## src/rtl/muldiv_sequencer.sv

```systemverilog
// muldiv_sequencer: iterative RV32M multiply/divide unit beside the EX-stage ALU.
// It takes one M-extension op from EX, holds the pipeline through stall_req while
// it iterates, and presents a 32-bit result for the EX/MEM alu_result path.
//
// Ports:
//   clk, rst      clock, asynchronous active-high reset
//   start         EX holds a valid M-extension instruction
//   funct3        0 MUL, 1 MULH, 2 MULHSU, 3 MULHU, 4 DIV, 5 DIVU, 6 REM, 7 REMU
//   a, b          forwarded rs1 / rs2 operands
//   flush         kill the in-flight op (branch/jump redirect)
//   advance       pipeline moves EX->MEM this cycle
//   stall_req     EX must not advance (combinational)
//   busy          state is not IDLE
//   done          result valid (registered)
//   result        operation result (registered, held until the next completion)
//
// Build option: define MULDIV_SINGLE_CYCLE_MUL_EN to compute the multiply class
// with a single-cycle 33x33 signed multiplier; divide is unchanged.

module muldiv_sequencer #(
    parameter int unsigned WIDTH = 32,
    parameter int unsigned ITER  = 32
) (
    input  logic             clk,
    input  logic             rst,
    input  logic             start,
    input  logic [2:0]       funct3,
    input  logic [WIDTH-1:0] a,
    input  logic [WIDTH-1:0] b,
    input  logic             flush,
    input  logic             advance,
    output logic             stall_req,
    output logic             busy,
    output logic             done,
    output logic [WIDTH-1:0] result
);

    localparam int unsigned CNT_W  = $clog2(ITER);
    localparam int unsigned PROD_W = 2 * WIDTH;

    localparam logic [2:0] F_MUL    = 3'd0;
    localparam logic [2:0] F_MULH   = 3'd1;
    localparam logic [2:0] F_MULHSU = 3'd2;
    localparam logic [2:0] F_DIV    = 3'd4;
    localparam logic [2:0] F_REM    = 3'd6;

    localparam logic [WIDTH-1:0] INT_MIN  = {1'b1, {(WIDTH-1){1'b0}}};
    localparam logic [CNT_W-1:0] CNT_LAST = CNT_W'(ITER - 1);

    typedef enum logic [1:0] {
        IDLE    = 2'd0,
        MUL_RUN = 2'd1,
        DIV_RUN = 2'd2,
        DONE    = 2'd3
    } state_t;

    state_t           state;
    logic [CNT_W-1:0] count;
    logic [2:0]       op;
    logic             neg;      // result (product / quotient) needs negation
    logic             neg_rem;  // remainder takes the dividend's sign
    logic [WIDTH-1:0] acc_hi;   // product high word / partial remainder
    logic [WIDTH-1:0] acc_lo;   // multiplier bits / dividend-then-quotient bits
    logic [WIDTH-1:0] opnd;     // multiplicand / divisor magnitude

    // Operand sign handling at accept time
    logic             a_sgn, b_sgn, sa, sb;
    logic [WIDTH-1:0] a_mag, b_mag;

    assign a_sgn = (funct3 == F_MULH) | (funct3 == F_MULHSU) | (funct3 == F_DIV) | (funct3 == F_REM);
    assign b_sgn = (funct3 == F_MULH) | (funct3 == F_DIV) | (funct3 == F_REM);
    assign sa    = a_sgn & a[WIDTH-1];
    assign sb    = b_sgn & b[WIDTH-1];
    assign a_mag = sa ? -a : a;
    assign b_mag = sb ? -b : b;

    // Divide corner cases resolved without iterating
    logic             div_zero, div_ovf, fast_path;
    logic [WIDTH-1:0] fast_res;

    assign div_zero  = funct3[2] & (b == '0);
    assign div_ovf   = funct3[2] & ~funct3[0] & (a == INT_MIN) & (b == '1);
    assign fast_path = div_zero | div_ovf;
    assign fast_res  = div_zero ? (funct3[1] ? a : '1) : (funct3[1] ? '0 : INT_MIN);

    // One shift-add multiply step
    logic [WIDTH:0]    mul_sum;
    logic [WIDTH-1:0]  mul_hi_nx, mul_lo_nx;
    logic [PROD_W-1:0] prod_nx, prod_fix;
    logic [WIDTH-1:0]  mul_res;

    assign mul_sum   = {1'b0, acc_hi} + (acc_lo[0] ? {1'b0, opnd} : '0);
    assign mul_hi_nx = mul_sum[WIDTH:1];
    assign mul_lo_nx = {mul_sum[0], acc_lo[WIDTH-1:1]};
    assign prod_nx   = {mul_hi_nx, mul_lo_nx};
    assign prod_fix  = neg ? -prod_nx : prod_nx;
    assign mul_res   = (op == F_MUL) ? prod_fix[WIDTH-1:0] : prod_fix[PROD_W-1:WIDTH];

    // One restoring-divide step; bit WIDTH of the trial difference is the borrow
    logic [WIDTH:0]   div_sh, div_tr;
    logic             div_ok;
    logic [WIDTH-1:0] div_hi_nx, div_lo_nx, quot_fix, rem_fix, div_res;

    assign div_sh    = {acc_hi, acc_lo[WIDTH-1]};
    assign div_tr    = div_sh - {1'b0, opnd};
    assign div_ok    = ~div_tr[WIDTH];
    assign div_hi_nx = div_ok ? div_tr[WIDTH-1:0] : div_sh[WIDTH-1:0];
    assign div_lo_nx = {acc_lo[WIDTH-2:0], div_ok};
    assign quot_fix  = neg ? -div_lo_nx : div_lo_nx;
    assign rem_fix   = neg_rem ? -div_hi_nx : div_hi_nx;
    assign div_res   = op[1] ? rem_fix : quot_fix;

`ifdef MULDIV_SINGLE_CYCLE_MUL_EN
    // Single-cycle multiply: sign/zero-extend to WIDTH+1 bits, keep the low 2*WIDTH
    logic [WIDTH:0]    sc_a, sc_b;
    logic [PROD_W-1:0] sc_p;
    logic [WIDTH-1:0]  sc_res;

    assign sc_a   = {sa, a};
    assign sc_b   = {sb, b};
    assign sc_p   = PROD_W'($signed(sc_a) * $signed(sc_b));
    assign sc_res = (funct3 == F_MUL) ? sc_p[WIDTH-1:0] : sc_p[PROD_W-1:WIDTH];
`endif

    // Hold EX while accepting or iterating; released in DONE so EX can advance
    assign stall_req = ~rst & (((state == IDLE) & start & ~flush) |
                               (state == MUL_RUN) | (state == DIV_RUN));
    assign busy      = (state != IDLE);

    // Sequencer: state, iteration datapath and registered outputs
    always_ff @(posedge clk or posedge rst) begin
        if (rst) begin
            state   <= IDLE;
            count   <= '0;
            op      <= '0;
            neg     <= 1'b0;
            neg_rem <= 1'b0;
            acc_hi  <= '0;
            acc_lo  <= '0;
            opnd    <= '0;
            done    <= 1'b0;
            result  <= '0;
        end else if (flush) begin
            state <= IDLE;
            count <= '0;
            done  <= 1'b0;
        end else begin
            case (state)
                IDLE: begin
                    if (start) begin
                        op      <= funct3;
                        neg     <= sa ^ sb;
                        neg_rem <= sa;
                        count   <= '0;
                        if (fast_path) begin
                            result <= fast_res;
                            done   <= 1'b1;
                            state  <= DONE;
                        end
`ifdef MULDIV_SINGLE_CYCLE_MUL_EN
                        else if (!funct3[2]) begin
                            result <= sc_res;
                            done   <= 1'b1;
                            state  <= DONE;
                        end
`endif
                        else begin
                            acc_hi <= '0;
                            acc_lo <= funct3[2] ? a_mag : b_mag;
                            opnd   <= funct3[2] ? b_mag : a_mag;
                            state  <= funct3[2] ? DIV_RUN : MUL_RUN;
                        end
                    end
                end
                MUL_RUN: begin
                    acc_hi <= mul_hi_nx;
                    acc_lo <= mul_lo_nx;
                    if (count == CNT_LAST) begin
                        count  <= '0;
                        result <= mul_res;
                        done   <= 1'b1;
                        state  <= DONE;
                    end else begin
                        count <= count + CNT_W'(1);
                    end
                end
                DIV_RUN: begin
                    acc_hi <= div_hi_nx;
                    acc_lo <= div_lo_nx;
                    if (count == CNT_LAST) begin
                        count  <= '0;
                        result <= div_res;
                        done   <= 1'b1;
                        state  <= DONE;
                    end else begin
                        count <= count + CNT_W'(1);
                    end
                end
                DONE: begin
                    if (advance) begin
                        done  <= 1'b0;
                        state <= IDLE;
                    end
                end
                default: begin
                    state <= IDLE;
                    done  <= 1'b0;
                end
            endcase
        end
    end

endmodule

```

## config.mk

```make
export PLATFORM = sky130hd
export DESIGN_NAME = muldiv_sequencer
export DESIGN_NICKNAME = d
export VERILOG_FILES = /design/src/rtl/muldiv_sequencer.sv
export SDC_FILE = /design/constraint.sdc
export NUM_CORES = 1
export LEC_CHECK = 0
export BUFFER_PORTS_ARGS = -buffer_cell sky130_fd_sc_hd__buf_4
export CELL_PAD_IN_SITES_DETAIL_PLACEMENT = 1
export CELL_PAD_IN_SITES_GLOBAL_PLACEMENT = 1
export CORE_UTILIZATION = 45
export CTS_CLUSTER_SIZE = 14
export DETAILED_ROUTE_END_ITERATION = 8
export PLACE_DENSITY_LB_ADDON = 0.05
export SYNTH_ARGS = -nofsm -noshare
export SYNTH_HDL_FRONTEND = slang
export SYNTH_SLANG_ARGS = --single-unit
```

## constraint.sdc

```tcl
create_clock -name clk -period 6.2 [get_ports clk]
set_input_delay 0 -clock clk [delete_from_list [all_inputs] [get_ports clk]]
set_output_delay 0 -clock clk [all_outputs]
set_load 0.05 [all_outputs]
```

==> results.cfg, run 1 <==
[timing]
fmax_mhz = 171
tns_ns = 0
slew_headroom_pct = 9.54
setup_viol = 0
fin_crit_sh_pct = 94.1
period_needed_ns = 5.84
skew_ns = 0.0128
tightest_slew_ns = 1.35
drv_slew = 0
final_hold_viol_count = 0
rsz0062_at_grt = false

[global_routing]
use_met3_pct = 7.34
grt_pass1_vias = 20275
overflow = 0
grt_use_total_pct = 41.5
grtUsageMet1_pct = 55.6
grt_pass1_wl_mm = 127
grt_max_degree = 86
grt.busiest_layer = met2
antenna_found_initial = 4
use_met2_pct = 66.6

[clocking]
clk_latency_ns = 0.51
cts.clk_slew.worst_paths_ns = 0.07
postCtsSetupBuffers = 0
cts_buffers = 17
clock_sinks = 141
cts_buffer_depth = 2
cts_tree = done
cts_hold_buf = 35
htree_levels = 4
root_buffer = clkbuf_16
cts_resized = 0

[detailed_routing]
drtIter0Drc = 2124
viasPerCell = 6.77
post_drt_wl_per_cell_um = 27.5
drcViolationCount = 0
vias = 20687
wirelength_mm = 84.0
first_pass_iters = 5
ant_nets = 0

[yosys]
avgSynthCellArea_um2 = 7.07
synthArstFlopShare_pct = 100
synth_area_leaders = dfrtp_1 (20%), o21ai_0 (8.3%), nand2_1 (7.1%), a21oi_1 (5.8%), ha_1 (5.3%)
synth_edf_count = 0
synth_largest_area_cell = dfrtp_1
synth_top_cell_area_share_pct = 19.9
synth_warnings = 0
synth_cell_types = 95
syn_nets = 2654
ys_seq_area_share_pct = 19.9
syn_inst = 2505
ys_ff_latch = 141
synth_ff_type = dfrtp_1
synth_area_mm2 = 0.0177

[critical_path]
reg2reg_depth = 16
crit_path_end_kind = register
required_ns = 6.57
cp_common_cell = a21oi_1
crit_chain = inv_1 > ha_1 > fa_1 > nand2b_1 > a21oi_1 > o211ai_1 > a31oi_1 > nor3_2 > buf_4 > nor2_8 > inv_2 > o41ai_1 > or3_1 > nor4_1 > o31ai_1 > a21oi_1
critical_path_peak_fanout = 37
max_stage_delay_ns = 1.20
cpMaxStageDelayCell = o41ai_1
critPathLaunchType = register
crit_type = register to register
cp.arrival_ns = 6.20

[floorplan]
dieArea_mm2 = 0.0401
ios = 107
initial_utilization_pct = 45.7
rows = 72
die_h_um = 200
die_w_um = 200
core_mm2 = 0.0387

[place]
place.gp.congestion = 1.04
port_buffers = 106
dp_hpwl_mm = 64.5
dpl_cell_area_mm2 = 0.0187

[final_layout]
drive_gt1_share_pct = 9.38
syn_to_final_growth_pct = 11.1
fin_area_mm2 = 0.0197
final_common_cell = nand2_1
layout_common_cells = nand2_1 (336), o21ai_0 (292), a21oi_1 (204), nor2_1 (197)
finalNetCount = 2672

[outcome]
status = finished clean

[pwr]
p_per_area_mw_per_mm2 = 460
p_leak_uw = 0.00835
peakVddDrop_mv = 0.350

[min_path]
holdPathStages = 4
min_path_type = input pin to register

[run]
drv_cap = 0
[power by group]
part | switching [µW] | leakage [µW] | internal (µW) | total (µW)
Combinational | 4220 | 0.00625 | 1990 | 6200
Sequential | 523 | 0.00183 | 1240 | 1770
Clock | 520 | 0.000270 | 567 | 1090
Total | 5260 | 0.00835 | 3800 | 9060
[logic make-up (layout without fill, tap and decap cells)]
logic type	count (synthesis)	in the layout	share of synthesized area, %
AOI/OAI and AO/OA	896	896	31.9
buffers and inverters	257	288	5.68
other	0	1	0
and+or+nand+nor	892	892	24.4
adders and majority gates	77	77	5.53
DFF	141	141	19.9
xor gates and xnor gates	192	192	9.50
muxes	50	50	3.04
[sequential cells by signal, indices dropped and copies added (netlist names)]
signal / cells
acc_hi: 32
acc_lo: 32
count: 5
done: 1
neg: 1
neg_rem: 1
op: 3
opnd: 32
result: 32
state: 2
[Yosys cell counts, types with 9 or more instances]
cell,count
a211oi_1,18
nand2b_1,21
inv_1,78
or3_1,37
o21ai_1,15
or4_1,15
and3_1,18
nand3_1,56
buf_1,14
nand4_1,26
o31ai_1,35
o22ai_1,10
a21oi_1,204
xnor2_1,104
clkbuf_1,136
ha_1,75
mux2i_1,29
mux2_2,20
o211ai_1,39
nor3_1,61
a21o_1,29
a21boi_0,15
xor2_1,88
nand2_1,337
nor4_1,29
and2_1,20
o21a_1,22
nand4b_1,9
nor2_1,197
a31oi_1,22
o41ai_1,17
dfrtp_1,141
o21ai_0,292
or2_2,14
buf_2,24
a22oi_1,56
[metal layers]
layer  vias to the layer above  routed length, µm
met5                         -                 11
met2                      1018              38000
met1                     10291              35700
li1                       9194                  -
met3                       182               7010
met4                         2               3230
[worst paths after layout]
kind / start / endpoint / slack [ns]
max: acc_lo[31]$_DFFE_PP0P_ / result[31]$_DFFE_PP0P_ / 0.36
min reg2reg: opnd[17]$_DFFE_PP0P_ / opnd[17]$_DFFE_PP0P_ / 0.48
max in group asynchronous: rst / opnd[10]$_DFFE_PP0P_ / 4.34
min in group asynchronous: rst / done$_DFFE_PP0P_ / 0.13
max reg2reg: acc_lo[31]$_DFFE_PP0P_ / result[31]$_DFFE_PP0P_ / 0.36
min: b[30] / opnd[30]$_DFFE_PP0P_ / 0.03
[worst max-delay path: cells and delay by family (launching register included)]
family,cells,cell delay [ns]
buffers and inverters,3,0.81
AOI/OAI and AO/OA,6,2.71
adders and majority gates,2,0.67
and+or+nand+nor,5,0.99
DFF,1,0.50
[layout make-up]
type | count | area, µm²
flip-flops and latches | 141 | 3530
fillers | 4936 | 19100
multi-input cells | 2107 | 13200
clock inverters | 14 | 135
inverters | 81 | 309
well taps | 518 | 648
clock buffers | 18 | 439
diodes | 1 | 2.50
repair buffers | 175 | 1400
[stage by stage]
| step | total power, µW | setup slack, ns | hold WS, ns | util [%] | instances |
|---|---|---|---|---|---|
| finish | 9060 | 0.365 | 0.0261 | 50.8 | 3055 |
| floorplan | 5760 | 1.32 | 0.151 | - | 2505 |
| CTS | 8860 | 0.521 | 0.00109 | 50.8 | 3054 |
| global placement | 7570 | 0.619 | 0.142 | 48.4 | 2987 |
| detailed placement | 7720 | 0.578 | 0.145 | 48.4 | 2987 |
| global route | 9540 | 0.153 | 0.0257 | 50.8 | 3054 |
Power figures use the tool's default switching activity.
==> run 2: changes to the inputs <==
Settings changed: PLACE_DENSITY set to 0.84, PLACE_DENSITY_LB_ADDON 0.05 to unset.
==> results.cfg, run 2 (same netlist as run 1, synthesis figures left out) <==
[critical_path]
critical_path_peak_fanout = 28
cp.arrival_ns = 5.89
max_stage_delay_ns = 0.49
required_ns = 6.54
critPathLaunchType = register
cpMaxStageDelayCell = dfrtp_1
crit_path_end_kind = register
crit_chain = inv_1 > ha_1 > fa_1 > nand2b_1 > a21oi_1 > o211ai_1 > a31oi_1 > o21a_1 > nor2_8 > inv_2 > ha_1 > nand3_1 > o31ai_1 > xor2_1 > o221ai_1 > a211oi_1 > nand3_1 > nor3_1 > o21ai_1
crit_type = register to register

[run]
drv_cap = 0

[clocking]
cts_buffer_depth = 2
cts_resized = 0
postCtsSetupBuffers = 0
cts_tree = done
htree_levels = 4
clk_latency_ns = 0.46
cts.clk_slew.worst_paths_ns = 0.07
root_buffer = clkbuf_16
clock_sinks = 141
cts_buffers = 17

[global_routing]
grt_pass1_wl_mm = 129
antenna_found_initial = 3
grt_use_total_pct = 41.6
overflow = 0
grt_max_degree = 104
grt_pass1_vias = 20842

[final_layout]
drive_gt1_share_pct = 9.62
final_common_cell = nand2_1
final_cells = 3047
fillers = 4977
syn_to_final_growth_pct = 11.1
finalNetCount = 2663
layout_common_cells = nand2_1 (336), o21ai_0 (292), a21oi_1 (204), nor2_1 (197), buf_4 (144)

[pwr]
seq_power_share_pct = 19.1
p_switching_uw = 5380
peakVddDrop_mv = 0.353
p_leak_uw = 0.00838
switching_share_pct = 57.6
p_clk_share_pct = 13.2
p_comb_share_pct = 67.7
p_per_area_mw_per_mm2 = 476
internal_power_uw = 3970

[detailed_routing]
post_drt_wl_per_cell_um = 27.8
drcViolationCount = 0
first_pass_iters = 5
drtIter0Drc = 2294
vias = 20926
viasPerCell = 6.87
ant_nets = 0
wirelength_mm = 84.8

[timing]
final_hold_viol_count = 0
rsz0062_at_grt = false
fin_crit_sh_pct = 89.6
tns_ns = 0
tightest_slew_ns = 1.34
fmax_mhz = 180
period_needed_ns = 5.56
skew_ns = 0.0108
slew_headroom_pct = 9.38
drv_slew = 0
setup_viol = 0

[place]
dp.cells = 2991
port_buffers = 106
dp_hpwl_mm = 64.9
place.gp.congestion = 0.996

[floorplan]
die_w_um = 200
ios = 107
initial_utilization_pct = 45.7
core_mm2 = 0.0387
dieArea_mm2 = 0.0401
die_h_um = 200
rows = 72

[outcome]
status = finished clean

[min_path]
min_path_type = input pin to register
run 2: cell count changes in the layout (fill, tap and decap cells not counted), sizes merged:
| cell | change |
|---|---|
| diode | +1 |
| bufinv | +4 |
| dlygate4sd3 | -13 |
| clkinvlp | -3 |
| clkinv | -3 |
| buf | +4 |
| inv | +2 |
run 2: worst paths after layout:
check                                       startpoint                     end  slack [ns]  cells past startpoint
max in group asynchronous                          rst   result[3]$_DFFE_PP0P_        4.44                      4
worst max register to register  acc_lo[31]$_DFFE_PP0P_  result[26]$_DFFE_PP0P_        0.64                     19
worst max-delay path            acc_lo[31]$_DFFE_PP0P_  result[26]$_DFFE_PP0P_        0.64                     19
worst min register to register     opnd[4]$_DFFE_PP0P_     opnd[4]$_DFFE_PP0P_        0.49                      2
worst min-delay path                              b[4]     opnd[4]$_DFFE_PP0P_       0.003                      4
min in group asynchronous                          rst        done$_DFFE_PP0P_        0.28                      3
run 2: final cells by class:
| class | count | area (µm²) | share of cell area, % |
|---|---|---|---|
| Clock inverter | 14 | 229 | 1.16 |
| Sequential cell | 141 | 3530 | 17.9 |
| Inverter | 81 | 309 | 1.57 |
| Antenna cell | 2 | 5.00 | 0.0254 |
| Clock buffer | 18 | 439 | 2.23 |
| Timing Repair Buffer | 166 | 1300 | 6.62 |
| Tap cell | 518 | 648 | 3.29 |
| Multi-Input combinational cell | 2107 | 13200 | 67.2 |
run 2: stage by stage:
| step | setup slack, ns | total power [µW] | hold slack, ns | utilization [%] | cell area [µm²] |
|---|---|---|---|---|---|
| 3_3_place_gp | 0.728 | 7690 | 0.243 | 48.5 | 18800 |
| 3_5_place_dp | 0.874 | 7830 | 0.254 | 48.5 | 18800 |
| 4_1_cts | 0.799 | 9120 | 0.00135 | 50.8 | 19700 |
| 6_report | 0.642 | 9350 | 0.00278 | 50.8 | 19700 |
| 5_1_grt | 0.325 | 9830 | 0.0192 | 50.8 | 19700 |
| 2_1_floorplan | 1.32 | 5760 | 0.151 | - | 17700 |
run 2: repair_timing:
action / CTS / global route
setup endpoints to repair: 0 / 0
hold buffers: 22 / 0
hold endpoints to repair: 109 / 0
run 2: power by group through the flow:
stage	clock network [µW]	logic (µW)	registers (µW)
final	1230	6330	1790
after global placement	0	5930	1750
after floorplan	0	4040	1720
after detailed placement	0	6060	1770
after CTS	1230	6130	1760
after global routing	1270	6750	1810
run 2: routing by layer:
layer	vias up	track usage [%]	share of wire (%)
met3	232	8.64	9.3
met5	-	0	0.012
li1	9192	-	-
met2	1104	65.2	44
met1	10396	54.5	42
met4	2	19.8	4.7
run 2: critical path, delay by kind of cell, from the launching register on:
kind	cells	cell delay (ns)
adder cells (fa/ha/maj)	3	1.10
AND/OR/NAND/NOR	5	0.81
AO/OA/AOI/OAI	8	2.26
buffers and inverters	2	0.57
flip-flops	1	0.49
XOR/XNOR	1	0.18
